File: config.mk
export PLATFORM = sky130hd
export DESIGN_NAME = guess_game_core
export DESIGN_NICKNAME = d
export VERILOG_FILES = /design/src/rtl/guess_game_core.sv
export SDC_FILE = /design/constraint.sdc
export NUM_CORES = 1
export LEC_CHECK = 0
export BUFFER_PORTS_ARGS = -buffer_cell sky130_fd_sc_hd__clkbuf_2
export CORE_MARGIN = 1
export CORE_UTILIZATION = 45
export CTS_CLUSTER_DIAMETER = 60
export DETAILED_ROUTE_END_ITERATION = 16
export GPL_TIMING_DRIVEN = 0
export SKIP_LAST_GASP = 1
export SLEW_MARGIN = 10
export SYNTH_ARGS = -nofsm -noshare
export SYNTH_HDL_FRONTEND = slang
export SYNTH_SLANG_ARGS = --single-unit
File: constraint.sdc
create_clock -name clk -period 2.45 [get_ports clk]
set_input_delay 0.245 -clock clk [delete_from_list [all_inputs] [get_ports clk]]
set_output_delay 0.245 -clock clk [all_outputs]
set_load 0.02 [all_outputs]
File: src/rtl/guess_game_core.sv
`default_nettype none
// ============================================================================
// Module      : guess_game_core
// Description : Number-guessing game. First committed keypad entry becomes the
//               secret; later entries are guesses compared against it.
// Revision    : 1.0 - initial release
// ============================================================================
module guess_game_core #(
    parameter int NUM_KEYS   = 4,
    parameter int MAX_DIGITS = 8,
    parameter int MAX_TRIES  = 3
) (
    input  logic                               clk,
    input  logic                               reset,
    input  logic [NUM_KEYS-1:0]                keys,
    input  logic                               enter,
    output logic                               win,
    output logic                               lose,
    output logic                               equal,
    output logic                               bigger,
    output logic                               smaller,
    output logic [NUM_KEYS-1:0]                nums,
    output logic [$clog2(MAX_DIGITS+1)-1:0]    digit_cnt,
    output logic [$clog2(MAX_TRIES+1)-1:0]     tries_left,
    output logic                               busy_guess
);

    localparam int c_cnt_w = $clog2(MAX_DIGITS+1);
    localparam int c_try_w = $clog2(MAX_TRIES+1);
    localparam int c_dig_w = $clog2(NUM_KEYS+1);
    localparam int c_buf_w = c_dig_w * MAX_DIGITS;

    typedef enum logic [1:0] {
        ST_SET   = 2'd0,
        ST_GUESS = 2'd1,
        ST_WON   = 2'd2,
        ST_LOST  = 2'd3
    } state_t;

    state_t               state_q, state_d;
    logic [NUM_KEYS-1:0]  keys_q, keys_d, keys_prev_q, keys_prev_d;
    logic                 enter_q, enter_d, enter_prev_q, enter_prev_d;
    logic [c_buf_w-1:0]   buf_q, buf_d, secret_q, secret_d;
    logic [c_cnt_w-1:0]   cnt_q, cnt_d;
    logic [c_try_w-1:0]   tries_q, tries_d;
    logic [NUM_KEYS-1:0]  nums_q, nums_d;
    logic                 win_q, win_d, lose_q, lose_d;
    logic                 equal_q, equal_d, bigger_q, bigger_d, smaller_q, smaller_d;

    logic [NUM_KEYS-1:0]  key_rise;
    logic                 enter_rise;
    logic                 key_single;
    logic [c_dig_w-1:0]   key_digit;

    always_comb begin
        keys_d       = keys;
        keys_prev_d  = keys_q;
        enter_d      = enter;
        enter_prev_d = enter_q;
        state_d      = state_q;
        buf_d        = buf_q;
        secret_d     = secret_q;
        cnt_d        = cnt_q;
        tries_d      = tries_q;
        nums_d       = nums_q;
        win_d        = win_q;
        lose_d       = lose_q;
        equal_d      = equal_q;
        bigger_d     = bigger_q;
        smaller_d    = smaller_q;

        key_rise   = keys_q & ~keys_prev_q;
        enter_rise = enter_q & ~enter_prev_q;
        key_single = (key_rise != '0) && ((key_rise & (key_rise - 1'b1)) == '0);
        key_digit  = '0;
        for (int k = 0; k < NUM_KEYS; k++) begin
            if (key_rise[k]) key_digit = c_dig_w'(k + 1);
        end

        // Digits are nonzero and shifted in at the LSB end, so the leading
        // zero fields make a plain unsigned compare order by length first.
        if (state_q == ST_SET || state_q == ST_GUESS) begin
            if (enter_rise) begin
                if (cnt_q != '0) begin
                    buf_d  = '0;
                    cnt_d  = '0;
                    nums_d = '0;
                    if (state_q == ST_SET) begin
                        secret_d = buf_q;
                        state_d  = ST_GUESS;
                    end else begin
                        equal_d   = (buf_q == secret_q);
                        bigger_d  = (buf_q >  secret_q);
                        smaller_d = (buf_q <  secret_q);
                        if (buf_q == secret_q) begin
                            win_d   = 1'b1;
                            state_d = ST_WON;
                        end else begin
                            tries_d = tries_q - 1'b1;
                            if (tries_q == c_try_w'(1)) begin
                                lose_d  = 1'b1;
                                state_d = ST_LOST;
                            end
                        end
                    end
                end
            end else if (key_single && (cnt_q < c_cnt_w'(MAX_DIGITS))) begin
                buf_d  = (buf_q << c_dig_w) | c_buf_w'(key_digit);
                cnt_d  = cnt_q + 1'b1;
                nums_d = key_rise;
            end
        end
    end

    always_ff @(posedge clk) begin
        if (!reset) begin
            state_q      <= ST_SET;
            keys_q       <= '0;
            keys_prev_q  <= '0;
            enter_q      <= 1'b0;
            enter_prev_q <= 1'b0;
            buf_q        <= '0;
            secret_q     <= '0;
            cnt_q        <= '0;
            tries_q      <= c_try_w'(MAX_TRIES);
            nums_q       <= '0;
            win_q        <= 1'b0;
            lose_q       <= 1'b0;
            equal_q      <= 1'b0;
            bigger_q     <= 1'b0;
            smaller_q    <= 1'b0;
        end else begin
            state_q      <= state_d;
            keys_q       <= keys_d;
            keys_prev_q  <= keys_prev_d;
            enter_q      <= enter_d;
            enter_prev_q <= enter_prev_d;
            buf_q        <= buf_d;
            secret_q     <= secret_d;
            cnt_q        <= cnt_d;
            tries_q      <= tries_d;
            nums_q       <= nums_d;
            win_q        <= win_d;
            lose_q       <= lose_d;
            equal_q      <= equal_d;
            bigger_q     <= bigger_d;
            smaller_q    <= smaller_d;
        end
    end

    assign win        = win_q;
    assign lose       = lose_q;
    assign equal      = equal_q;
    assign bigger     = bigger_q;
    assign smaller    = smaller_q;
    assign nums       = nums_q;
    assign digit_cnt  = cnt_q;
    assign tries_left = tries_q;
    assign busy_guess = (state_q != ST_SET);

endmodule
`default_nettype wire
==> impl_metrics.tcl, run 1 <==
set metrics [dict create \
    fin_nets 490 \
    startpoint "digit_cnt[0]" \
    syn_nets 457 \
    crit_type "reg -> reg" \
    gr-total-overflow 0 \
    synth_edf_count 0 \
    clk_pin_slew_worst_paths_ns 0.08 \
    portBuffers 22 \
    antenna_found_initial 0 \
    hold_buffers 0 \
    worstSetupStartpointType "register" \
    yosysUniqueCellTypes 44 \
    slowest_stage "or4_4" \
    p_per_area_mw_per_mm2 646 \
    skew_ns 0.00772 \
    setup_viol 0 \
    clock-sinks 74 \
    async_flop_share 0 \
    drive_above_1_share 0.130 \
    die_w_um 90.7 \
    detail-route-antenna-nets 0 \
    core_area_mm2 0.00741 \
    dpl_cell_area_mm2 0.00377 \
    cp_cell_sequence "inv_1 > ha_1 > nor3b_1 > or4_4 > a2111o_1 > nor4_4 > o211a_1" \
    avgRoutedWirePerCell_um 14.5 \
    slew_headroom 0.585 \
    path_max_fanout 6 \
    cts_buffer_depth 2 \
    critPathBufInv 1 \
    irDropWorstVdd_mv 0.289 \
    hold-path-cell-count 2 \
    htreeDepth 3 \
    crit_cells 7 \
    synth-main-ff-cell "dfxtp_1" \
    cts.root.buffer_cell "clkbuf_8" \
    fin_crit_sh 0.928 \
    rsz0062_at_grt "false" \
    fin_area_mm2 0.00400 \
    max_freq_ghz 0.440 \
    hp-class "in -> reg" \
    syn-cell-area_mm2 0.00354 \
    worst_pin_slew_ns 0.623 \
    rows 31 \
    grt_pass1_vias 2833 \
    critPathMaxStageDelay_ns 0.53 \
    r2r_start "digit_cnt[0]" \
    grt_max_degree 13 \
    yosysSeqAreaShare 0.419 \
    clock_latency_ns 0.35 \
    filler_cell_count 710 \
    initial_core_util 0.478 \
    yosysWarningCount 0 \
    area_growth_pct 12.9 \
    hold_path.startpoint "keys[2]" \
    synth-seq-cells 74 \
    pin_count 23 \
    setup_tns_ns 0 \
    grt_pass1_wl_um 13400 \
    antenna_cells 0 \
    place.gp.congestion 0.805 \
    wl_um 8120 \
    status "finished clean" \
    drv_slew 0 \
    grt.total_usage 0.205 \
    worstPathArrival_ns 2.57 \
    critPathCaptureType "register" \
    numCtsBuffers 9 \
    drtIter0Drc 200 \
    p_leak_nw 1.47 \
    worstPathRequired_ns 2.74 \
    hold_viol_final 0 \
    syn_avg_cell_area_um2 8.36 \
    hpwl_um 5870 \
    post-route-min-period_ns 2.27 \
    cts_tree "done" \
    viasPerCell 5.49 \
    final_util 0.539 \
    cap_violations 0 \
    die_height_um 90.7 \
    cpLargestDelayFamily "simple AND/OR/NAND/NOR gates" \
    hold_ws_ns 0.0983 \
    fp.dieArea_mm2 0.00822 \
    rr_worst_depth 7 \
    num_vias 3076 \
    drc 0 \
    postSynthCellCount 423 \
    drtPass1Iterations 4 \
]
state kept, by name (all words and copies together), names as in the netlist:
| register | flops |
|---|---|
| buf_q | 24 |
| secret_q | 24 |
| digit_cnt | 4 |
| keys_prev_d | 4 |
| keys_prev_q | 4 |
| nums | 3 |
| state_q | 2 |
| tries_left | 2 |
| bigger | 1 |
| enter_prev_d | 1 |
| enter_prev_q | 1 |
| equal | 1 |
| lose | 1 |
| smaller | 1 |
| win | 1 |
cells in the mapped netlist (all sizes together) (4+ instances only):
library cell / number / share of area
a21oi: 67 / 0.095
nor2b: 4 / 0.0071
buf: 13 / 0.019
nand4: 7 / 0.012
o21ai: 31 / 0.044
nand2b: 5 / 0.011
o211ai: 28 / 0.059
nor2: 8 / 0.0085
inv: 30 / 0.032
nand2: 57 / 0.060
ha: 27 / 0.095
dfxtp: 74 / 0.42
nand3: 9 / 0.013
clkbuf: 15 / 0.016
and2: 10 / 0.018
or3: 4 / 0.0085
cell type report:
cell class / count / area [µm²] / area share
Buffer: 28 / 124 / 0.0310
Inverter: 30 / 113 / 0.0282
Timing Repair Buffer: 22 / 110 / 0.0276
Clock buffer: 12 / 145 / 0.0363
Tap cell: 99 / 124 / 0.0310
Multi-Input combinational cell: 291 / 1820 / 0.456
Clock inverter: 4 / 75.1 / 0.0188
Sequential cell: 74 / 1480 / 0.371
repair_timing:
action	in CTS	in global routing
resized for setup	0	1
setup endpoints to repair	0	18
setup buffers	0	0
layout by cell type (no fill, tap or decap), types with 4 or more instances in the layout:
cell type	netlist	layout
dfxtp_1	74	74
a21oi_1	67	67
nand2_1	57	57
o21ai_0	30	30
inv_1	29	29
o211ai_1	28	28
ha_1	27	27
clkbuf_2	1	23
clkbuf_1	14	16
buf_2	11	11
and2_1	10	10
clkbuf_8	0	10
nand3_1	9	9
nor2_1	8	7
nand4_1	7	7
nor2b_1	4	4
nand2b_1	4	4
through the flow:
step | setup WS [ns] | std cells | power [mW]
after floorplan | 0.367 | 423 | 1.46
after global routing | 0.0839 | 560 | 2.69
after detailed placement | 0.131 | 544 | 1.54
after CTS | 0.120 | 560 | 2.61
after global placement | 0.165 | 544 | 1.54
final | 0.176 | 560 | 2.58
where the power goes:
group | leakage (nW) | internal (mW) | switching (mW) | total, mW
logic | 0.771 | 0.0866 | 0.188 | 0.275
registers | 0.599 | 1.22 | 0.0212 | 1.25
clock network | 0.103 | 0.602 | 0.458 | 1.06
worst register-to-register path: cells and delay by family, from the launching register on:
kind	cells	cell delay (ns)
buffers and inverters	1	0.08
DFF	1	0.45
adders and majority gates	1	0.20
AOI/OAI and AO/OA	2	0.56
and+or+nand+nor	3	0.94
path summary, 6_finish.rpt:
kind	to	slack, ns
worst max register to register	smaller	0.18
worst min-delay path	keys_prev_d[2]	0.1
worst min register to register	secret_q[4]	0.46
worst max-delay path	smaller	0.18
metal layers:
layer,share of wire,track usage
met3,0.036,0.0320
met2,0.45,0.319
met1,0.50,0.277
met4,0.014,0.0941
met5,0,0
cells by family after synthesis:
kind of cell	after synthesis	synth area share
AO/OA/AOI/OAI	143	0.240
XOR/XNOR	2	0.00495
adder cells (fa/ha/maj)	27	0.0955
buffers and inverters	58	0.0668
flip-flops	74	0.419
AND/OR/NAND/NOR	119	0.174
No activity file was read; power rests on OpenSTA's default activity.
==> inputs of run 2 (changes only) <==
--- a/config.mk
+++ b/config.mk
@@ -11,6 +11,7 @@
 export CTS_CLUSTER_DIAMETER = 60
 export DETAILED_ROUTE_END_ITERATION = 16
 export GPL_TIMING_DRIVEN = 0
+export MAX_ROUTING_LAYER = met4
 export SKIP_LAST_GASP = 1
 export SLEW_MARGIN = 10
 export SYNTH_ARGS = -nofsm -noshare
==> run 2 against run 1 <==
Utilization unchanged. Total power about the same. Fmax down 0.85%. Design area unchanged. Die area unchanged. Global-route usage up 0.55 points.
==> impl_metrics.tcl, run 2 (synthesis results as in run 1) <==
set metrics [dict create \
    worstSetupStartpointType "register" \
    cap_violations 0 \
    cts-resized-gates 0 \
    antenna_found_initial 0 \
    portBuffers 22 \
    hold_buffers 0 \
    htreeDepth 3 \
    drv_slew 0 \
    rsz0062_at_grt "false" \
    final_cell_mix "74 x dfxtp_1, 67 x a21oi_1, 57 x nand2_1" \
    die_w_um 90.7 \
    cts_tree "done" \
    hpwl_um 5870 \
    post_cts_buffers 0 \
    drtIter0Drc 158 \
    rows 31 \
    critPathCaptureType "register" \
    avgRoutedWirePerCell_um 14.5 \
    post-route-min-period_ns 2.29 \
    fin_nets 490 \
    grt_pass1_wl_um 13400 \
    detail-route-antenna-nets 0 \
    num_vias 3069 \
    clock_latency_ns 0.35 \
    grt_max_degree 13 \
    numCtsBuffers 9 \
    path_max_fanout 6 \
    drc 0 \
    area_growth_pct 12.9 \
    skew_ns 0.00692 \
    clock-sinks 74 \
    initial_core_util 0.478 \
    p_leak_nw 1.47 \
    slew_headroom 0.588 \
    drtPass1Iterations 4 \
    crit_type "reg -> reg" \
    setup_tns_ns 0 \
    worstPathArrival_ns 2.58 \
    final_common_cell "dfxtp_1" \
    hold_viol_final 0 \
    place_ws_ns 0.131 \
    final_util 0.539 \
    worst_pin_slew_ns 0.618 \
    max_freq_ghz 0.436 \
    setup_viol 0 \
    slowest_stage "or4_4" \
    pin_count 23 \
    grt.total_usage 0.210 \
    worstPathRequired_ns 2.74 \
    status "finished clean" \
    instances_no_fill 560 \
    irDropWorstVdd_mv 0.289 \
    hp-class "in -> reg" \
    grt_pass1_vias 2827 \
    dpl.cell_count 544 \
    fp.dieArea_mm2 0.00822 \
    reg_top3 "buf_q x24, secret_q x24" \
    critPathMaxStageDelay_ns 0.53 \
    core_area_mm2 0.00741 \
    cp_cell_sequence "inv_1 > ha_1 > nor3b_1 > or4_4 > a2111o_1 > nor4_4 > o211a_1" \
    wl_um 8110 \
    setup_ws_ns 0.157 \
    antenna_cells 0 \
    viasPerCell 5.48 \
    fin_crit_sh 0.936 \
    clk_pin_slew_worst_paths_ns 0.08 \
    gr-total-overflow 0 \
    p_per_area_mw_per_mm2 645 \
    drive_above_1_share 0.130 \
    cts.root.buffer_cell "clkbuf_8" \
    die_height_um 90.7 \
    cts_buffer_depth 2 \
    place.gp.congestion 0.817 \
]
## run 2: final timing paths
kind	from	to	slack (ns)	cells after the start
max	digit_cnt[0]	smaller	0.16	7
min reg2reg	secret_q[4]	secret_q[4]	0.46	2
max reg2reg	digit_cnt[0]	smaller	0.16	7
min	keys[2]	keys_prev_d[2]	0.1	2
## run 2: worst max-delay path: cells and delay by family (launching register included)
| kind | cells | cell delay, ns |
|---|---|---|
| AND/OR/NAND/NOR | 3 | 0.96 |
| AO/OA/AOI/OAI | 2 | 0.56 |
| flip-flops | 1 | 0.44 |
| adder cells (fa/ha/maj) | 1 | 0.19 |
| buffers and inverters | 1 | 0.07 |
## run 2: per-stage QoR
step           hold WS [ns]  cell area [µm²]  power [mW]
3_3_place_gp          0.442             3770        1.54
3_5_place_dp          0.448             3770        1.54
6_report             0.0995             4000        2.58
4_1_cts              0.0830             3990        2.61
2_1_floorplan         0.372             3540        1.46
5_1_grt              0.0932             4000        2.69
## run 2: cell type report
class	instances	area, µm²
plain buffers	28	124
clock buffers	12	145
clock inverters	4	75.1
fillers	710	3410
inverters	30	113
multi-input cells	291	1820
flip-flops and latches	74	1480
well taps	99	124
repair buffers	22	110
## run 2: report_power, final
part / switching (mW) / internal (mW) / leakage (nW)
registers: 0.0208 / 1.22 / 0.599
logic: 0.188 / 0.0866 / 0.771
clock network: 0.456 / 0.602 / 0.103
## run 2: metal layers
layer	share of wire	GRT usage	vias to the layer above	wire, µm
met3	0.031	0.0396	9	255
li1	-	-	1549	-
met1	0.51	0.276	1471	4100
met5	0	-	-	0
met4	0.012	0.0820	0	100
met2	0.45	0.319	40	3650
==> inputs of run 3 (changes only) <==
--- a/config.mk
+++ b/config.mk
@@ -5,6 +5,7 @@
 export SDC_FILE = /design/constraint.sdc
 export NUM_CORES = 1
 export LEC_CHECK = 0
+export ABC_AREA = 1
 export BUFFER_PORTS_ARGS = -buffer_cell sky130_fd_sc_hd__clkbuf_2
 export CORE_MARGIN = 1
 export CORE_UTILIZATION = 45
@@ -13,7 +14,7 @@
 export GPL_TIMING_DRIVEN = 0
 export MAX_ROUTING_LAYER = met4
 export SKIP_LAST_GASP = 1
-export SLEW_MARGIN = 10
+export SLEW_MARGIN = 30
 export SYNTH_ARGS = -nofsm -noshare
 export SYNTH_HDL_FRONTEND = slang
 export SYNTH_SLANG_ARGS = --single-unit
==> run 3 against run 2 <==
Total power rose by 30%. Die area is 1.0% lower. Clock skew fell by 0.00094 ns. Highest routed layer unchanged. Largest cell class unchanged. Design area down 0.50%.
==> impl_metrics.tcl, run 3 <==
set metrics [dict create \
    synth_edf_count 0 \
    async_flop_share 0 \
    status "finished clean" \
    worstSetupStartpointType "register" \
    drtPass1Iterations 4 \
    cap_violations 0 \
    avgRoutedWirePerCell_um 12.2 \
    fin_nets 553 \
    grt_pass1_wl_um 12700 \
    synth_most_common_cell "nand2_1" \
    hold_viol_final 0 \
    synth-seq-cells 74 \
    r2r-end "tries_left[0]" \
    p_per_area_mw_per_mm2 843 \
    yosysUniqueCellTypes 25 \
    num_vias 2958 \
    slowest_stage "dfxtp_1" \
    hpwl_um 5580 \
    synth-main-ff-cell "dfxtp_1" \
    cts.root.buffer_cell "clkbuf_8" \
    critPathCaptureType "register" \
    clk_pin_slew_worst_paths_ns 0.08 \
    clock-sinks 74 \
    postSynthCellCount 486 \
    rr_worst_depth 10 \
    path_max_fanout 5 \
    dpl_cell_area_mm2 0.00373 \
    setup_ws_ns 0.671 \
    rows 31 \
    design_power_total_mw 3.35 \
    grt_pass1_vias 2711 \
    p_leak_nw 1.91 \
    clock_latency_ns 0.35 \
    fp.dieArea_mm2 0.00814 \
    wl_um 7580 \
    area_growth_pct 13.5 \
    antenna_found_initial 0 \
    cts_tree "done" \
    skew_ns 0.00598 \
    fin_crit_sh 0.726 \
    drc 0 \
    portBuffers 22 \
    grt.total_usage 0.204 \
    drive_above_1_share 0.119 \
    yosysSeqAreaShare 0.423 \
    place.gp.congestion 0.784 \
    reg_top3 "buf_q x24, secret_q x24" \
    irDropWorstVdd_mv 0.352 \
    pin_count 23 \
    gr-total-overflow 0 \
    initial_core_util 0.475 \
    drtIter0Drc 140 \
    slew_headroom 0.678 \
    worstPathArrival_ns 2.02 \
    final_util 0.539 \
    grt_max_degree 13 \
    hold_buffers 0 \
    final_cell_mix "100 x nand2_1, 90 x inv_1, 74 x dfxtp_1" \
    syn-cell-area_mm2 0.00350 \
    drv_slew 0 \
    r2r_setup_slack_ns 0.67 \
    crit_end "tries_left[0]" \
    fin_area_mm2 0.00398 \
    cts_buffer_depth 2 \
    cts-resized-gates 0 \
    htreeDepth 3 \
    startpoint "secret_q[23]" \
    antenna_cells 0 \
    syn_avg_cell_area_um2 7.20 \
    r2r_start "secret_q[23]" \
    instances_no_fill 622 \
    place_ws_ns 0.648 \
    dpl.cell_count 607 \
    final_common_cell "nand2_1" \
    setup_tns_ns 0 \
    rsz0062_at_grt "false" \
    crit_type "reg -> reg" \
    synthTopCellsByCount "100 x nand2_1, 90 x inv_1, 74 x dfxtp_1" \
    syn_nets 520 \
    worstPathRequired_ns 2.69 \
    detail-route-antenna-nets 0 \
    core_area_mm2 0.00737 \
    netlist.area_leader.share 0.423 \
    yosysWarningCount 0 \
    cpMostUsedCell "nand2_1" \
    hp-class "in -> reg" \
    post-route-min-period_ns 1.78 \
    max_freq_ghz 0.562 \
    post_cts_buffers 0 \
    hold_ws_ns 0.0732 \
    die_height_um 90.2 \
    synthTopCellsByArea "dfxtp_1 42%, nand2_1 11%, ha_1 9.6%" \
    yosysTopAreaCell "dfxtp_1" \
    viasPerCell 4.76 \
    setup_viol 0 \
    die_w_um 90.2 \
    cp_cell_sequence "inv_1 > ha_1 > nand2_1 > nor2_1 > nand2_1 > nor2_1 > nand2_1 > nand2_1 > or2_0 > nand2_1" \
    worst_pin_slew_ns 0.483 \
    numCtsBuffers 9 \
    critPathMaxStageDelay_ns 0.31 \
]
-- run 3: cell types whose count changed after synthesis, moves of 6 or more --
cell,change
a21oi_1,-25
and2_1,-10
clkbuf_1,-10
inv_1,+61
nand2_1,+43
nand3_1,+6
nand4_1,-7
nor2_1,+41
o211ai_1,-28
o21ai_0,+19
-- run 3: report_power, final --
part	leakage, nW	switching, mW	total (mW)	internal [mW]
registers	0.605	0.0853	1.41	1.33
logic	1.19	0.499	0.788	0.290
clock network	0.118	0.456	1.15	0.697
-- run 3: area by class of cell --
class | count | area, µm²
multi-input cells | 301 | 1570
clock inverters | 5 | 103
well taps | 99 | 124
flip-flops and latches | 74 | 1480
clock buffers | 10 | 138
inverters | 94 | 353
plain buffers | 17 | 95.1
repair buffers | 22 | 110
fillers | 743 | 3390
-- run 3: cell families after synthesis --
group                    synth area share
adder cells (fa/ha/maj)            0.0965
AND/OR/NAND/NOR                     0.207
flip-flops                          0.423
AO/OA/AOI/OAI                       0.143
XOR/XNOR                          0.00250
buffers and inverters               0.128
-- run 3: how the worst min path moves through the flow --
| stage | from | endpoint | slack (ns) | depth (start not counted) |
|---|---|---|---|---|
| 2_1_floorplan | enter | enter_prev_d | 0.34 | 2 |
| 3_3_place_gp | keys[2] | keys_prev_d[2] | 0.43 | 3 |
| 3_5_place_dp | keys[0] | keys_prev_d[0] | 0.43 | 3 |
| 4_1_cts | keys[1] | keys_prev_d[1] | 0.07 | 3 |
| 5_1_grt | keys[1] | keys_prev_d[1] | 0.07 | 3 |
| 6_report | keys[1] | keys_prev_d[1] | 0.07 | 3 |
-- run 3: per-layer routing --
| metal | vias to the layer above | GRT usage | share of wire |
|---|---|---|---|
| met5 | - | - | 0 |
| met4 | 0 | 0.0927 | 0.016 |
| met3 | 12 | 0.0279 | 0.036 |
| met2 | 54 | 0.323 | 0.46 |
| met1 | 1317 | 0.260 | 0.49 |
| li1 | 1575 | - | - |
-- run 3: worst max-delay path, delay by kind of cell (launching register included) --
kind                     cells  cell delay, ns
adder cells (fa/ha/maj)      1            0.28
buffers and inverters        1            0.05
flip-flops                   1            0.31
AND/OR/NAND/NOR              8            1.04
